[config.mk]
export PLATFORM = sky130hd
export DESIGN_NAME = bitplane_accumulator_flat
export DESIGN_NICKNAME = d
export VERILOG_FILES = /design/src/rtl/npu_pkg.sv /design/src/rtl/bitplane_accumulator_if.sv /design/src/rtl/bitplane_accumulator.sv /design/src/flat_wrapper.sv
export SDC_FILE = /design/constraint.sdc
export NUM_CORES = 1
export LEC_CHECK = 0
export ABC_AREA = 1
export BUFFER_PORTS_ARGS = -buffer_cell sky130_fd_sc_hd__buf_2
export CORE_MARGIN = 1
export CORE_UTILIZATION = 45
export CTS_CLUSTER_DIAMETER = 50
export CTS_CLUSTER_SIZE = 20
export DETAILED_ROUTE_END_ITERATION = 12
export PLACE_DENSITY = 0.67
export SYNTH_ARGS = -nofsm -noshare
export SYNTH_HDL_FRONTEND = slang
export SYNTH_SLANG_ARGS = --single-unit
[constraint.sdc]
create_clock -name clk -period 6.7 [get_ports clk]
set_input_delay 1.005 -clock clk [delete_from_list [all_inputs] [get_ports clk]]
set_output_delay 1.005 -clock clk [all_outputs]
set_load 0.01 [all_outputs]
[src/rtl/npu_pkg.sv]
// Shared NPU datapath constants and helpers.
// Exposes the popcount width/range used between the popcount stage and the
// bit-plane accumulator, plus the default accumulator result width.
package npu_pkg;

  // Popcount of 11 inputs fits in 4 bits; legal values are 0..11.
  localparam int               CNT_W   = 4;
  localparam logic [CNT_W-1:0] CNT_MAX = 4'd11;

  // 11 * (2^BITS - 1) < 2^(BITS+4), so BITS+5 signed bits hold every result.
  function automatic int out_w_default(input int bits);
    return bits + 5;
  endfunction

endpackage

[src/rtl/bitplane_accumulator_if.sv]
// Plane-count input stream and weighted-sum output stream of the accumulator.
// Ports: cnt_in/in_valid/in_ready (per-plane popcount), acc_out/out_valid/
// out_ready (finished sum), plane_idx and range_err (status).
interface bitplane_accumulator_if
  import npu_pkg::*;
#(
  parameter int BITS  = 8,
  parameter int OUT_W = out_w_default(BITS)
) ();

  localparam int PW = $clog2(BITS);

  logic [CNT_W-1:0]        cnt_in;
  logic                    in_valid;
  logic                    in_ready;
  logic signed [OUT_W-1:0] acc_out;
  logic                    out_valid;
  logic                    out_ready;
  logic [PW-1:0]           plane_idx;
  logic                    range_err;

  // master: popcount producer / result consumer side.
  modport master (
    output cnt_in, in_valid, out_ready,
    input  in_ready, acc_out, out_valid, plane_idx, range_err
  );

  // slave: the accumulator itself.
  modport slave (
    input  cnt_in, in_valid, out_ready,
    output in_ready, acc_out, out_valid, plane_idx, range_err
  );

endinterface

[src/rtl/bitplane_accumulator.sv]
// Accumulates BITS popcount planes (LSB first, plane k weighted 2^k, MSB plane
// optionally -2^(BITS-1)) into a signed sum held in a valid/ready output reg.
// Ports: clk, reset (async, active-high), bus (slave side of the plane/result
// streams). Result is registered 1 cycle after the final plane is accepted;
// only the final plane stalls, and only while an undrained result is held.
module bitplane_accumulator
  import npu_pkg::*;
#(
  parameter int BITS       = 8,
  parameter int SIGNED_MSB = 1,
  parameter int OUT_W      = out_w_default(BITS)
) (
  input logic                   clk,
  input logic                   reset,
  bitplane_accumulator_if.slave bus
);

  localparam int            PW         = $clog2(BITS);
  localparam logic [PW-1:0] LAST_PLANE = PW'(BITS - 1);

  logic [PW-1:0]           plane;
  logic signed [OUT_W-1:0] acc;
  logic signed [OUT_W-1:0] acc_out_q;
  logic                    out_valid_q;
  logic                    range_err_q;

  logic                    last;
  logic                    accept;
  logic signed [OUT_W-1:0] mag;
  logic signed [OUT_W-1:0] term;
  logic signed [OUT_W-1:0] sum;

  assign last   = (plane == LAST_PLANE);
  // The final plane completes a result, so it may only enter when the output
  // register is free or is being drained in this same cycle.
  assign bus.in_ready = !(last && out_valid_q && !bus.out_ready);
  assign accept       = bus.in_valid && bus.in_ready;

  always_comb begin
    mag  = OUT_W'(bus.cnt_in) << plane;
    term = mag;
    if ((SIGNED_MSB != 0) && last) begin
      term = -mag;
    end
    sum = acc + term;
  end

  always_ff @(posedge clk or posedge reset) begin
    if (reset) begin
      plane       <= '0;
      acc         <= '0;
      acc_out_q   <= '0;
      out_valid_q <= 1'b0;
      range_err_q <= 1'b0;
    end else begin
      if (accept && (bus.cnt_in > CNT_MAX)) begin
        range_err_q <= 1'b1;
      end
      if (accept && last) begin
        // Loading a new result wins over a simultaneous drain.
        acc_out_q   <= sum;
        out_valid_q <= 1'b1;
        acc         <= '0;
        plane       <= '0;
      end else begin
        if (accept) begin
          acc   <= sum;
          plane <= plane + PW'(1);
        end
        if (out_valid_q && bus.out_ready) begin
          out_valid_q <= 1'b0;
        end
      end
    end
  end

  assign bus.acc_out   = acc_out_q;
  assign bus.out_valid = out_valid_q;
  assign bus.plane_idx = plane;
  assign bus.range_err = range_err_q;

endmodule

[src/flat_wrapper.sv]
// flat-port wrapper written by rule: the top's interface ports become plain ports
module bitplane_accumulator_flat import npu_pkg::*;
#(
  parameter int BITS       = 8,
  parameter int SIGNED_MSB = 1,
  parameter int OUT_W      = out_w_default(BITS)
)
  (clk, reset, bus_cnt_in, bus_in_valid, bus_out_ready, bus_in_ready, bus_acc_out, bus_out_valid, bus_plane_idx, bus_range_err);
  bitplane_accumulator_if #(.BITS(BITS), .OUT_W(OUT_W)) bus_i ();
  input logic clk;
  input logic reset;
  input wire logic [$bits(bus_i.cnt_in)-1:0] bus_cnt_in;
  input wire logic [$bits(bus_i.in_valid)-1:0] bus_in_valid;
  input wire logic [$bits(bus_i.out_ready)-1:0] bus_out_ready;
  output wire logic [$bits(bus_i.in_ready)-1:0] bus_in_ready;
  output wire logic [$bits(bus_i.acc_out)-1:0] bus_acc_out;
  output wire logic [$bits(bus_i.out_valid)-1:0] bus_out_valid;
  output wire logic [$bits(bus_i.plane_idx)-1:0] bus_plane_idx;
  output wire logic [$bits(bus_i.range_err)-1:0] bus_range_err;
  assign bus_i.cnt_in = bus_cnt_in;
  assign bus_i.in_valid = bus_in_valid;
  assign bus_i.out_ready = bus_out_ready;
  assign bus_in_ready = bus_i.in_ready;
  assign bus_acc_out = bus_i.acc_out;
  assign bus_out_valid = bus_i.out_valid;
  assign bus_plane_idx = bus_i.plane_idx;
  assign bus_range_err = bus_i.range_err;
  bitplane_accumulator #(.BITS(BITS), .SIGNED_MSB(SIGNED_MSB), .OUT_W(OUT_W)) u_core (.clk(clk), .reset(reset), .bus(bus_i));
endmodule
==> impl_results.rst <==
.. list-table::
   :header-rows: 1

   * - Metric
     - Value
   * - TritonCTS sink count
     - 31
   * - Number of levels the H-tree was split into
     - 2
   * - Power Density
     - between 500 and 600 nW/um2
   * - Cell-by-cell trace of the critical path
     - buf_2, nand3_1, nor2_1, inv_1, ha_1, nand2_1, o21ai_0, fa_1, nand3_1, nand3_1, nand2_1, nand2_1, a21oi_1, o21ai_0, nand3_1, nand3_1, nand3_1, nand2_1
   * - Die H
     - roughly 73 um
   * - Commonest cells after routing, fill and taps aside
     - sky130_fd_sc_hd__nand2_1 (96), sky130_fd_sc_hd__dfrtp_1 (31), sky130_fd_sc_hd__nand3_1 (30)
   * - Synthesized area divided by synthesized cell count
     - approximately 7.4 um2
   * - Area occupied by multi-input gates
     - about 1300 um2
   * - Count of final hold-check violations
     - 0
   * - Final Max Tran Viols
     - 0
   * - Type of the worst min-delay path
     - flip-flop to flip-flop
   * - Count of maximum capacitance violations
     - 0
   * - Count of flip-flops with a built-in enable after synthesis
     - 0
   * - Wire length of the first global-routing pass
     - 8270 um
   * - Number of antenna violations at the first check in global routing
     - 0
   * - # placed instances
     - 393
   * - Slowest stage delay, CP
     - approximately 0.49 ns
   * - Final Core Density
     - between 50 and 60%
   * - CORE AREA
     - 4750 um2
   * - Number of top-level pins
     - 27
   * - Cell repeated most along the worst path
     - sky130_fd_sc_hd__nand3_1
   * - Nets
     - about 360
   * - Power, Total
     - 1.31 mW
   * - Final setup fails
     - 0
   * - Design Area, Final
     - ~2600 um2
   * - CTS hold repair buffers
     - 0
   * - Relative slew slack
     - a little over half
   * - Total placed instance area
     - about 2500 um2
   * - Depth of the worst hold-timing path
     - 1
   * - Register area
     - just under 800 um2
   * - Number of storage elements in the synthesis netlist
     - 31
   * - Critical-path top delay cell
     - sky130_fd_sc_hd__fa_1
   * - # diodes
     - 0
   * - Total negative slack
     - 0 ns
   * - Period minus WS final
     - 3.38 ns
   * - Maximum number of pins on one net before global-route repair
     - 32
   * - Post-route non-filler standard cell count
     - about 400
   * - Maximum clock frequency
     - around 0.3 GHz
   * - Most common library cell in the layout ignoring fill and taps
     - sky130_fd_sc_hd__nand2_1
   * - Gates resized, CTS repair
     - 0
   * - Number of cell rows
     - 25
   * - Stages on worst setup path
     - 18
   * - Critical path's top delay family
     - simple AND/OR/NAND/NOR gates
   * - HPWL Detailed
     - between 3000 and 4000 um
   * - Routed vias/inst
     - about 4.9
   * - Kind of start point of the critical path
     - primary input
   * - First DRT Iteration DRCs
     - just over 80
   * - RSZ-0062 raised after global routing
     - no
   * - Status
     - finished clean
   * - Buf/Inv on CP
     - 2
   * - Die outline width
     - between 70 and 80 um
   * - Overall via count from detail_route
     - a little under 2000
   * - Worst Reg2Reg Path Length in Cells
     - 20
   * - CTS clock-pin slew for the worst setup and hold paths
     - 0.08 ns
   * - Cell at the root of the clock tree
     - sky130_fd_sc_hd__clkbuf_8
   * - Initial Utilization
     - between 40% and 50%
   * - Final worst-path setup slack
     - 3.32 ns
   * - Worst-margin pin slew
     - between 0.6 and 0.7 ns
   * - Max rail drop VDD
     - between 0.2 and 0.25 mV
   * - GPL Wtd Cong
     - a little under 0.9
   * - First-pass DRT Iterations
     - 4
   * - Number of input and output port buffers inserted
     - 26
   * - CP required
     - roughly 7 ns
   * - Class of the most critical setup path
     - primary input to flip-flop
   * - Clock latency reported for the late side of the worst-skew pair
     - 0.29 ns
   * - Syn-to-layout area delta
     - 14.2%
   * - Routed Antenna Nets
     - 0
   * - Fill cell count
     - about 490
   * - Static power due to leakage
     - ~1.4 nW
   * - Post-synthesis async set-or-reset flop share
     - 100%
   * - Biggest fanout along the worst timing path
     - 4
   * - CTS tree
     - yes
   * - Die outline area
     - 5290 um2
   * - Type of element capturing the critical path
     - flip-flop
   * - Cells after Synth
     - a little over 300
   * - Area of the mapped netlist
     - approximately 2300 um2
   * - Mapped Nets
     - roughly 330
   * - Number of warnings reported in the yosys synthesis log
     - 0
   * - # DRC
     - 0
   * - Total Routing Usage GR
     - around a fifth
   * - Maximum buffer depth of the clock tree
     - 2
   * - WL/cell
     - 12.0 um
   * - Arrival @ worst endpoint
     - roughly 3.6 ns
   * - DRT Wirelength
     - a little under 5000 um
   * - Dpl ws
     - roughly 3.0 ns
   * - CTS buffer count
     - 5
   * - Grt ovf
     - 0
   * - Fin Hold WS
     - roughly 0.48 ns
   * - Layout cells sized above 1
     - approximately 18%
   * - Prevailing post-synth register cell
     - sky130_fd_sc_hd__dfrtp_1
   * - Worst clock skew
     - between 0.01 and 0.015 ns
   * - Setup fix buffers added after clock tree synthesis
     - 0
   * - Share of the yosys chip area belonging to registers
     - roughly a third
   * - Number of different library cells in the post-synthesis netlist
     - 28
   * - Final worst-path cycle share
     - between 50 and 60%
   * - Vias in the first global route
     - 1860
[cell type report]
class                   instances  area share, %
multi-input cells             239           52.4
flip-flops and latches         31           30.2
repair buffers                 27           5.35
inverters                      29           4.23
well taps                      67           3.26
clock buffers                   6           3.21
clock inverters                 2           1.36
[final timing paths]
kind                                                          start                           endpoint  slack [ns]
min in group asynchronous                                     reset          u_core.acc[8]$_DFFE_PP0P_        0.78
worst max register to register  u_core.bus.plane_idx[2]$_DFFE_PP0P_         u_core.acc[12]$_DFFE_PP0P_        3.35
worst max-delay path                                  bus_cnt_in[0]         u_core.acc[10]$_DFFE_PP0P_        3.32
max in group asynchronous                                     reset  u_core.bus.acc_out[6]$_DFFE_PP0P_        5.63
worst min register to register     u_core.bus.range_err$_DFFE_PP0P_   u_core.bus.range_err$_DFFE_PP0P_        0.48
worst min-delay path               u_core.bus.range_err$_DFFE_PP0P_   u_core.bus.range_err$_DFFE_PP0P_        0.48
[cells in the mapped netlist, types with 2 or more instances]
library cell               count  share of area (%)
sky130_fd_sc_hd__a21o_1        2               0.67
sky130_fd_sc_hd__nor2_1       12                2.0
sky130_fd_sc_hd__nand3_2       9                4.0
sky130_fd_sc_hd__xnor2_1       2               0.78
sky130_fd_sc_hd__xor2_1       13                5.1
sky130_fd_sc_hd__nor2_4        2                1.0
sky130_fd_sc_hd__o21ai_0      27                6.0
sky130_fd_sc_hd__inv_1        26                4.3
sky130_fd_sc_hd__ha_1         16                8.9
sky130_fd_sc_hd__clkbuf_1      4               0.67
sky130_fd_sc_hd__inv_2         2               0.33
sky130_fd_sc_hd__nand3b_1      2               0.67
sky130_fd_sc_hd__nand2_2       6                1.7
sky130_fd_sc_hd__a21oi_1      11                2.4
sky130_fd_sc_hd__nand3_1      30                6.7
sky130_fd_sc_hd__nand2_1      96                 16
sky130_fd_sc_hd__nor2_2        3               0.83
sky130_fd_sc_hd__dfrtp_1      31                 34
[metal layers]
metal  up-vias  track usage (%)  wire length [um]
met5         -                0                 0
met4         0             6.54                66
met3         7             4.97               243
met2        44             34.0              2090
met1       879             26.5              2410
li1       1051                -                 -
[power breakdown]
part | total, mW | leakage [nW] | internal [mW] | switching, mW
Clock | 0.194 | 0.0612 | 0.120 | 0.0742
Combinational | 0.776 | 0.933 | 0.289 | 0.487
Sequential | 0.337 | 0.391 | 0.269 | 0.0682
Total | 1.31 | 1.38 | 0.678 | 0.629
[cell families after synthesis]
logic type	Yosys count	share of synthesized area, %
buf+inv	34	5.72
flops	31	34.4
fa+ha+maj	17	9.78
simple gates	162	33.3
xor+xnor	15	5.83
compound gates	45	10.9
[registers in the layout (all words and copies together) (netlist names)]
signal / cells
u_core.bus.plane_idx: 3
u_core.bus.acc_out: 13
u_core.bus.range_err: 1
u_core.bus.out_valid: 1
u_core.acc: 13
(Power assumes the default switching activity.)
